`config.mk`:
```
export PLATFORM = sky130hd
export DESIGN_NAME = avg_sched
export DESIGN_NICKNAME = d
export VERILOG_FILES = /design/src/rtl/avg_sched_pkg.sv /design/src/rtl/avg_sched_alu.sv /design/src/rtl/avg_sched.sv
export SDC_FILE = /design/constraint.sdc
export NUM_CORES = 1
export LEC_CHECK = 0
export ABC_AREA = 1
export CORE_ASPECT_RATIO = 0.6
export CORE_MARGIN = 4
export CORE_UTILIZATION = 55
export CTS_CLUSTER_DIAMETER = 40
export DETAILED_ROUTE_END_ITERATION = 10
export PLACE_DENSITY = 0.77
export RECOVER_POWER = 100
export SYNTH_ARGS = -nofsm -noshare
export SYNTH_HDL_FRONTEND = slang
export SYNTH_SLANG_ARGS = --single-unit
```
`constraint.sdc`:
```
create_clock -name clk -period 3.1 [get_ports clk]
set_input_delay 0.93 -clock clk [delete_from_list [all_inputs] [get_ports clk]]
set_output_delay 0.93 -clock clk [all_outputs]
set_load 0.01 [all_outputs]
```
`src/rtl/avg_sched_pkg.sv`:
```
// rtl/avg_sched_pkg.sv - shared types, default widths and saturation helper for avg_sched
//
// Purpose: state encoding for the averaging controller, ALU op select,
//          default datapath widths and a signed saturate helper used when
//          AVG_SCHED_SAT_EN is defined.
// Ports:   none (package).
package avg_sched_pkg;

  localparam int DATAW_DEF  = 16;
  localparam int ACCW_DEF   = 32;
  localparam int N_LOG2_DEF = 3;

  typedef enum logic [1:0] {
    IDLE  = 2'd0,
    ACCUM = 2'd1,
    SHIFT = 2'd2,
    OUT   = 2'd3
  } state_t;

  typedef enum logic {
    ALU_ADD = 1'b0,
    ALU_SHR = 1'b1
  } alu_op_t;

  // Clamp an accumulator value to the signed result range. The value is in
  // range when every bit from the result sign bit upward agrees.
  function automatic logic [DATAW_DEF-1:0] saturate(input logic [ACCW_DEF-1:0] v);
    logic [ACCW_DEF-DATAW_DEF:0] hi;
    hi = v[ACCW_DEF-1:DATAW_DEF-1];
    if ((&hi) || (~|hi)) begin
      return v[DATAW_DEF-1:0];
    end else if (v[ACCW_DEF-1]) begin
      return {1'b1, {(DATAW_DEF-1){1'b0}}};
    end else begin
      return {1'b0, {(DATAW_DEF-1){1'b1}}};
    end
  endfunction

endpackage

```
`src/rtl/avg_sched_alu.sv`:
```
// rtl/avg_sched_alu.sv - shared signed adder / arithmetic right shifter
//
// Purpose: the single arithmetic resource time-shared by the avg_sched FSM.
// Ports:   op  - ALU_ADD: y = a + b;  ALU_SHR: y = a >>> sh
//          a   - accumulator operand (signed)
//          b   - addend (sign-extended sample)
//          sh  - unsigned shift amount
//          y   - result
module avg_sched_alu
  import avg_sched_pkg::*;
#(
  parameter int W = ACCW_DEF
) (
  input  alu_op_t      op,
  input  logic [W-1:0] a,
  input  logic [W-1:0] b,
  input  logic [7:0]   sh,
  output logic [W-1:0] y
);

  always_comb begin
    y = a + b;
    if (op == ALU_SHR) begin
      // Shifting by the full width or more leaves only sign bits.
      if (int'(sh) >= W) begin
        y = {W{a[W-1]}};
      end else begin
        y = W'($signed(a) >>> sh);
      end
    end
  end

endmodule

```
`src/rtl/avg_sched.sv`:
```
// rtl/avg_sched.sv - serial shifted-sum averaging controller
//
// Purpose: accumulates N = 2**N_LOG2 signed samples through one shared
//          adder, applies N_LOG2 arithmetic shift passes of sa bits and
//          presents the result on a valid/ready output.
// Option:  AVG_SCHED_SAT_EN - saturate the result to the DATAW signed range
//          instead of truncating.
// Ports:   clk, rst (async, active low), clr (sync abort)
//          in_valid/in_ready/in_data - sample input handshake
//          sa                        - shift amount, captured with first sample
//          avg_valid/avg_ready/avg   - result output handshake
//          busy                      - controller not in IDLE
module avg_sched
  import avg_sched_pkg::*;
#(
  parameter int DATAW  = DATAW_DEF,
  parameter int ACCW   = ACCW_DEF,
  parameter int N_LOG2 = N_LOG2_DEF
) (
  input  logic             clk,
  input  logic             rst,
  input  logic             clr,
  input  logic             in_valid,
  output logic             in_ready,
  input  logic [DATAW-1:0] in_data,
  input  logic [7:0]       sa,
  output logic             avg_valid,
  input  logic             avg_ready,
  output logic [DATAW-1:0] avg,
  output logic             busy
);

  localparam int N  = 1 << N_LOG2;
  localparam int CW = N_LOG2 + 1;
  localparam int PW = $clog2(N_LOG2 + 1);

  state_t           state, state_n;
  logic [ACCW-1:0]  acc;
  logic [CW-1:0]    cnt, cnt_n;
  logic [PW-1:0]    pass, pass_n;
  logic [7:0]       sa_q;
  logic             in_ready_q;
  logic             avg_valid_q;
  logic [DATAW-1:0] avg_q, avg_d;

  alu_op_t          alu_op;
  logic [ACCW-1:0]  alu_a, alu_b, alu_y;
  logic             accept;
  logic             acc_ld, acc_clr, sa_ld, avg_ld;

  assign accept    = in_valid && in_ready_q;
  assign in_ready  = in_ready_q;
  assign avg_valid = avg_valid_q;
  assign avg       = avg_q;
  assign busy      = (state != IDLE);

  avg_sched_alu #(.W(ACCW)) u_alu (
    .op (alu_op),
    .a  (alu_a),
    .b  (alu_b),
    .sh (sa_q),
    .y  (alu_y)
  );

`ifdef AVG_SCHED_SAT_EN
  assign avg_d = saturate(alu_y);
`else
  assign avg_d = alu_y[DATAW-1:0];
`endif

  always_ff @(posedge clk or negedge rst) begin
    if (!rst) begin
      state <= IDLE;
    end else begin
      state <= state_n;
    end
  end

  always_comb begin
    state_n = state;
    cnt_n   = cnt;
    pass_n  = pass;
    alu_op  = ALU_ADD;
    alu_a   = acc;
    alu_b   = {{(ACCW-DATAW){in_data[DATAW-1]}}, in_data};
    acc_ld  = 1'b0;
    acc_clr = 1'b0;
    sa_ld   = 1'b0;
    avg_ld  = 1'b0;

    unique case (state)
      IDLE: begin
        if (accept) begin
          // First sample loads through the adder with a zero operand.
          alu_a   = '0;
          acc_ld  = 1'b1;
          sa_ld   = 1'b1;
          cnt_n   = CW'(1);
          state_n = ACCUM;
        end
      end
      ACCUM: begin
        if (accept) begin
          acc_ld = 1'b1;
          cnt_n  = cnt + CW'(1);
          if (cnt == CW'(N - 1)) begin
            pass_n  = '0;
            state_n = SHIFT;
          end
        end
      end
      SHIFT: begin
        alu_op = ALU_SHR;
        acc_ld = 1'b1;
        pass_n = pass + PW'(1);
        if (pass == PW'(N_LOG2 - 1)) begin
          // Capture the post-shift value directly so avg is registered.
          avg_ld  = 1'b1;
          state_n = OUT;
        end
      end
      OUT: begin
        if (avg_valid_q && avg_ready) begin
          cnt_n   = '0;
          state_n = IDLE;
        end
      end
      default: state_n = IDLE;
    endcase

    if (clr) begin
      state_n = IDLE;
      cnt_n   = '0;
      pass_n  = '0;
      acc_ld  = 1'b0;
      acc_clr = 1'b1;
      sa_ld   = 1'b0;
      avg_ld  = 1'b0;
    end
  end

  always_ff @(posedge clk or negedge rst) begin
    if (!rst) begin
      acc         <= '0;
      cnt         <= '0;
      pass        <= '0;
      sa_q        <= '0;
      in_ready_q  <= 1'b0;
      avg_valid_q <= 1'b0;
      avg_q       <= '0;
    end else begin
      cnt         <= cnt_n;
      pass        <= pass_n;
      in_ready_q  <= (state_n == IDLE) || (state_n == ACCUM);
      avg_valid_q <= (state_n == OUT);
      if (acc_clr) begin
        acc <= '0;
      end else if (acc_ld) begin
        acc <= alu_y;
      end
      if (sa_ld) begin
        sa_q <= sa;
      end
      if (acc_clr) begin
        avg_q <= '0;
      end else if (avg_ld) begin
        avg_q <= avg_d;
      end
    end
  end

endmodule

```
==> results.md <==
- DR vias/cell: 6.06
- First-pass GRT wire length: 44000 um
- Diodes inserted: 0
- Maximum root-to-sink buffer count: 2
- Register clock-pin slew on the reported worst setup and hold paths: 0.05 ns
- Failing checks: capacitance limit, slew limit, setup timing
- Placed inst area: 9230 sq um
- Worst reg2reg startpoint: state[0]$_DFF_PN0_
- Ys flop type: dfrtp_1
- Final Instance Area: 10200 sq um
- Slew margin rel.: -0.209
- CP arrival: 3.32 ns
- Slowest CP cell: ha_2
- Synth cell types: 43
- Detailed placement HPWL: 20500 um
- Global Route Usage Sum: 0.356
- Final setup vio count: 1
- Asr flop ratio synth: 1.00
- Max-cap violations: 1
- Post-Syn Nets: 1323
- HP Start: acc[20]$_DFFE_PN0P_
- Fin Setup TNS: -0.000980 ns
- Highest Clock Rate: 0.322 GHz
- Top delay family on crit path: compound AO/OA/AOI/OAI gates
- Final WL: 29700 um
- Max H-tree Level: 3
- Slew Viols, Final: 67
- Buf/Inv on CP: 4
- Crit. Startpoint: in_valid
- Post-synth EDFFs: 0
- Drt first pass iters: 8
- Slowest Stage Delay on Critical Path: 0.30 ns
- RSZ-0062 raised after global routing: true
- CP Class: input port to register
- Initial antenna violation count: 0
- Sw power: 6.81 mW
- Status: complete, but fails checks
- Max IR drop VDD: 836 uV
- Starting Density: 0.565
- Register share of total power: 0.117
- Worst Setup Start Kind: input port
- Syn Std Cell Area: 7310 sq um
- Warnings, synthesis: 0
- Nets: 1535
- Largest fanout on the critical path: 5
- Total gr overflow: 0
- Post-synth top area share: 0.227
- Final hold violations: 0
- Post-CTS Hold Buffers: 0
- Most frequent CP cell: nand2_1
- Vias: 9926
- CTS tree: done
- Synthesized area per cell: 5.84 sq um
- FF+latch count, synth: 66
- Worst-margin pin slew: 1.81 ns
- Clock skew: 0.0129 ns
- Avg WL per Cell: 18.2 um
- Worst path cell trace: buf_6 > nand3_4 > buf_6 > nand2_2 > inv_1 > ha_2 > a21oi_2 > o21ai_1 > a21oi_1 > o21ai_4 > a21o_1 > a21oi_1 > o21ai_0 > nand2_1 > inv_1 > nand2_1 > nand2_1
- Routed Antenna Nets: 0
- Leakage power: 5.31 nW
- Row Count: 32
- Pwr Density: 1240 nW/um^2
- Cell accounting for the most synthesized area: nand2_1
- Tcrit/Tclk final: 1.00
- Sink Count: 66
- Internal power: 5.88 mW
- PortBufs: 47
- Largest net degree at the start of global routing: 67
- Die Area: 15300 sq um
- WP data required: 3.31 ns
- Vias in the first global route: 8709
- Logic pwr share: 0.798
- Setup ws final: -0.000980 ns
- CTS Root Cell: clkbuf_16
- Layout cells sized above 1: 0.232
- Seq/Total Area, Yosys: 0.226
- Ports: 48
- Post-Synthesis Cells: 1251
- Crit path time final: 3.10 ns
- Clock latency at the later pin of the worst-skew pair: 0.34 ns
- Worst Setup End Kind: register
- Die Wd: 157 um
- Clock network power share: 0.085
- Core footprint: 12900 sq um
- Num CTS Buffers: 9
- Tot Pwr: 12.7 mW
- Switching part of the total power: 0.537
- RePlAce Congestion: 1.02
- 1st-iter DRT viols: 1459
- Residual DRC: 0
- Hold WC Path Type: register to register
- Die Ht: 97.3 um
- Area Overhead vs Synth: 39.9%
- Area contributors post-synth: nand2_1 (23%), dfrtp_1 (23%), nand3_1 (19%)
==> Yosys cell counts (all sizes together), types with 4 or more instances <==
master and number:
nand3 284, nand2 445, or2 4, clkinv 4
a21oi 70, ha 42, xnor2 6, nor2 53
a21o 5, o21a 4, buf 31, o21ai 55
a31oi 5, o21bai 4, clkbuf 28, nand4 6
xor2 5, dfrtp 66, inv 106, nor3 10
==> cell usage in the layout, fill, tap and decap left out, types with 5 or more instances in the layout <==
| cell | netlist | layout |
|---|---|---|
| nand2_1 | 443 | 419 |
| a21oi_2 | 0 | 20 |
| xnor2_1 | 6 | 6 |
| nand2_2 | 0 | 22 |
| buf_4 | 1 | 201 |
| nand3_2 | 0 | 8 |
| inv_1 | 102 | 99 |
| ha_4 | 0 | 10 |
| xor2_1 | 5 | 5 |
| a21oi_1 | 70 | 49 |
| clkbuf_16 | 0 | 10 |
| o21ai_2 | 2 | 5 |
| a21o_1 | 5 | 5 |
| nor2_2 | 1 | 5 |
| o21ai_1 | 17 | 23 |
| o21ai_0 | 36 | 23 |
| clkdlybuf4s50_1 | 0 | 43 |
| nor3_2 | 0 | 6 |
| ha_1 | 42 | 28 |
| nand3_1 | 283 | 276 |
| inv_2 | 4 | 7 |
| dfrtp_1 | 66 | 66 |
| nand4_1 | 6 | 6 |
| nor2_1 | 52 | 46 |
==> cell families (layout without fill, tap and decap cells) <==
family,after synthesis,after routing,share of synthesized area
buf+inv,169,383,0.0922
simple gates,808,811,0.477
xor+xnor,11,11,0.0132
compound gates,152,152,0.114
flops,66,66,0.226
fa+ha+maj,43,43,0.0746
mux,2,2,0.00308
==> state kept, by name, summed over array words and instances, names as in the netlist <==
name and cells:
acc 32, avg 16, avg_valid 1, cnt 4, in_ready 1, pass 2
sa_q 8, state 2
==> power by group through the flow <==
| stage | Combinational, mW | Sequential, mW | Clock, mW |
|---|---|---|---|
| after detailed placement | 8.79 | 1.45 | 0 |
| after CTS | 9.07 | 1.45 | 1.07 |
| after global routing | 10.9 | 1.52 | 1.11 |
| after global placement | 8.69 | 1.44 | 0 |
| final | 10.1 | 1.48 | 1.07 |
| after floorplan | 5.39 | 1.41 | 0 |
==> through the flow <==
step	cells	hold slack (ns)	worst slack, ns	utilization
after floorplan	1251	0.449	0.0718	-
after global placement	1604	0.463	-0.697	0.714
after detailed placement	1604	0.465	-0.739	0.714
after CTS	1623	0.482	-0.0119	0.750
after global routing	1638	0.503	-0.176	0.791
final	1638	0.486	-0.000980	0.791
==> worst reg2reg max path: cells and delay by family, from the launching register on <==
kind / cells / cell delay [ns]
AOI/OAI and AO/OA: 5 / 0.84
buffers and inverters: 5 / 0.62
DFF: 1 / 0.40
and+or+nand+nor: 5 / 0.66
adders and majority gates: 2 / 0.46
==> final timing paths <==
kind | end | slack (ns) | cells past startpoint
worst max-delay path | acc[22]$_DFFE_PN0P_ | -0.001 | 17
worst min-delay path | acc[20]$_DFFE_PN0P_ | 0.49 | 2
worst max register to register | avg[11]$_DFFE_PN0P_ | 0.01 | 17
worst min register to register | acc[20]$_DFFE_PN0P_ | 0.49 | 2
max in group asynchronous | cnt[3]$_DFFE_PN0P_ | 0.85 | 2
min in group asynchronous | acc[28]$_DFFE_PN0P_ | 1.14 | 2
==> repair_timing <==
action                     in CTS  in global routing
setup buffers                   0                 13
resized for setup              32                104
pin swaps                       3                 25
setup endpoints to repair      48                 46
cloned                          3                  3
==> cell type report <==
class                      instances  area (sq um)
multi-input combinational       1019          5520
fill                             964          2700
timing repair buffer             257          2140
sequential                        66          1650
inverter                         110           413
clock buffer                      12           246
tap                              170           213
clock inverter                     4          51.3
==> per-layer routing <==
metal,global-route usage,wire [um],up-vias
met4,0.0673,1170,0
met2,0.528,12500,758
met1,0.529,12000,4451
li1,-,-,4580
met3,0.0872,4070,137
met5,0,0,-
(Power assumes the default switching activity.)
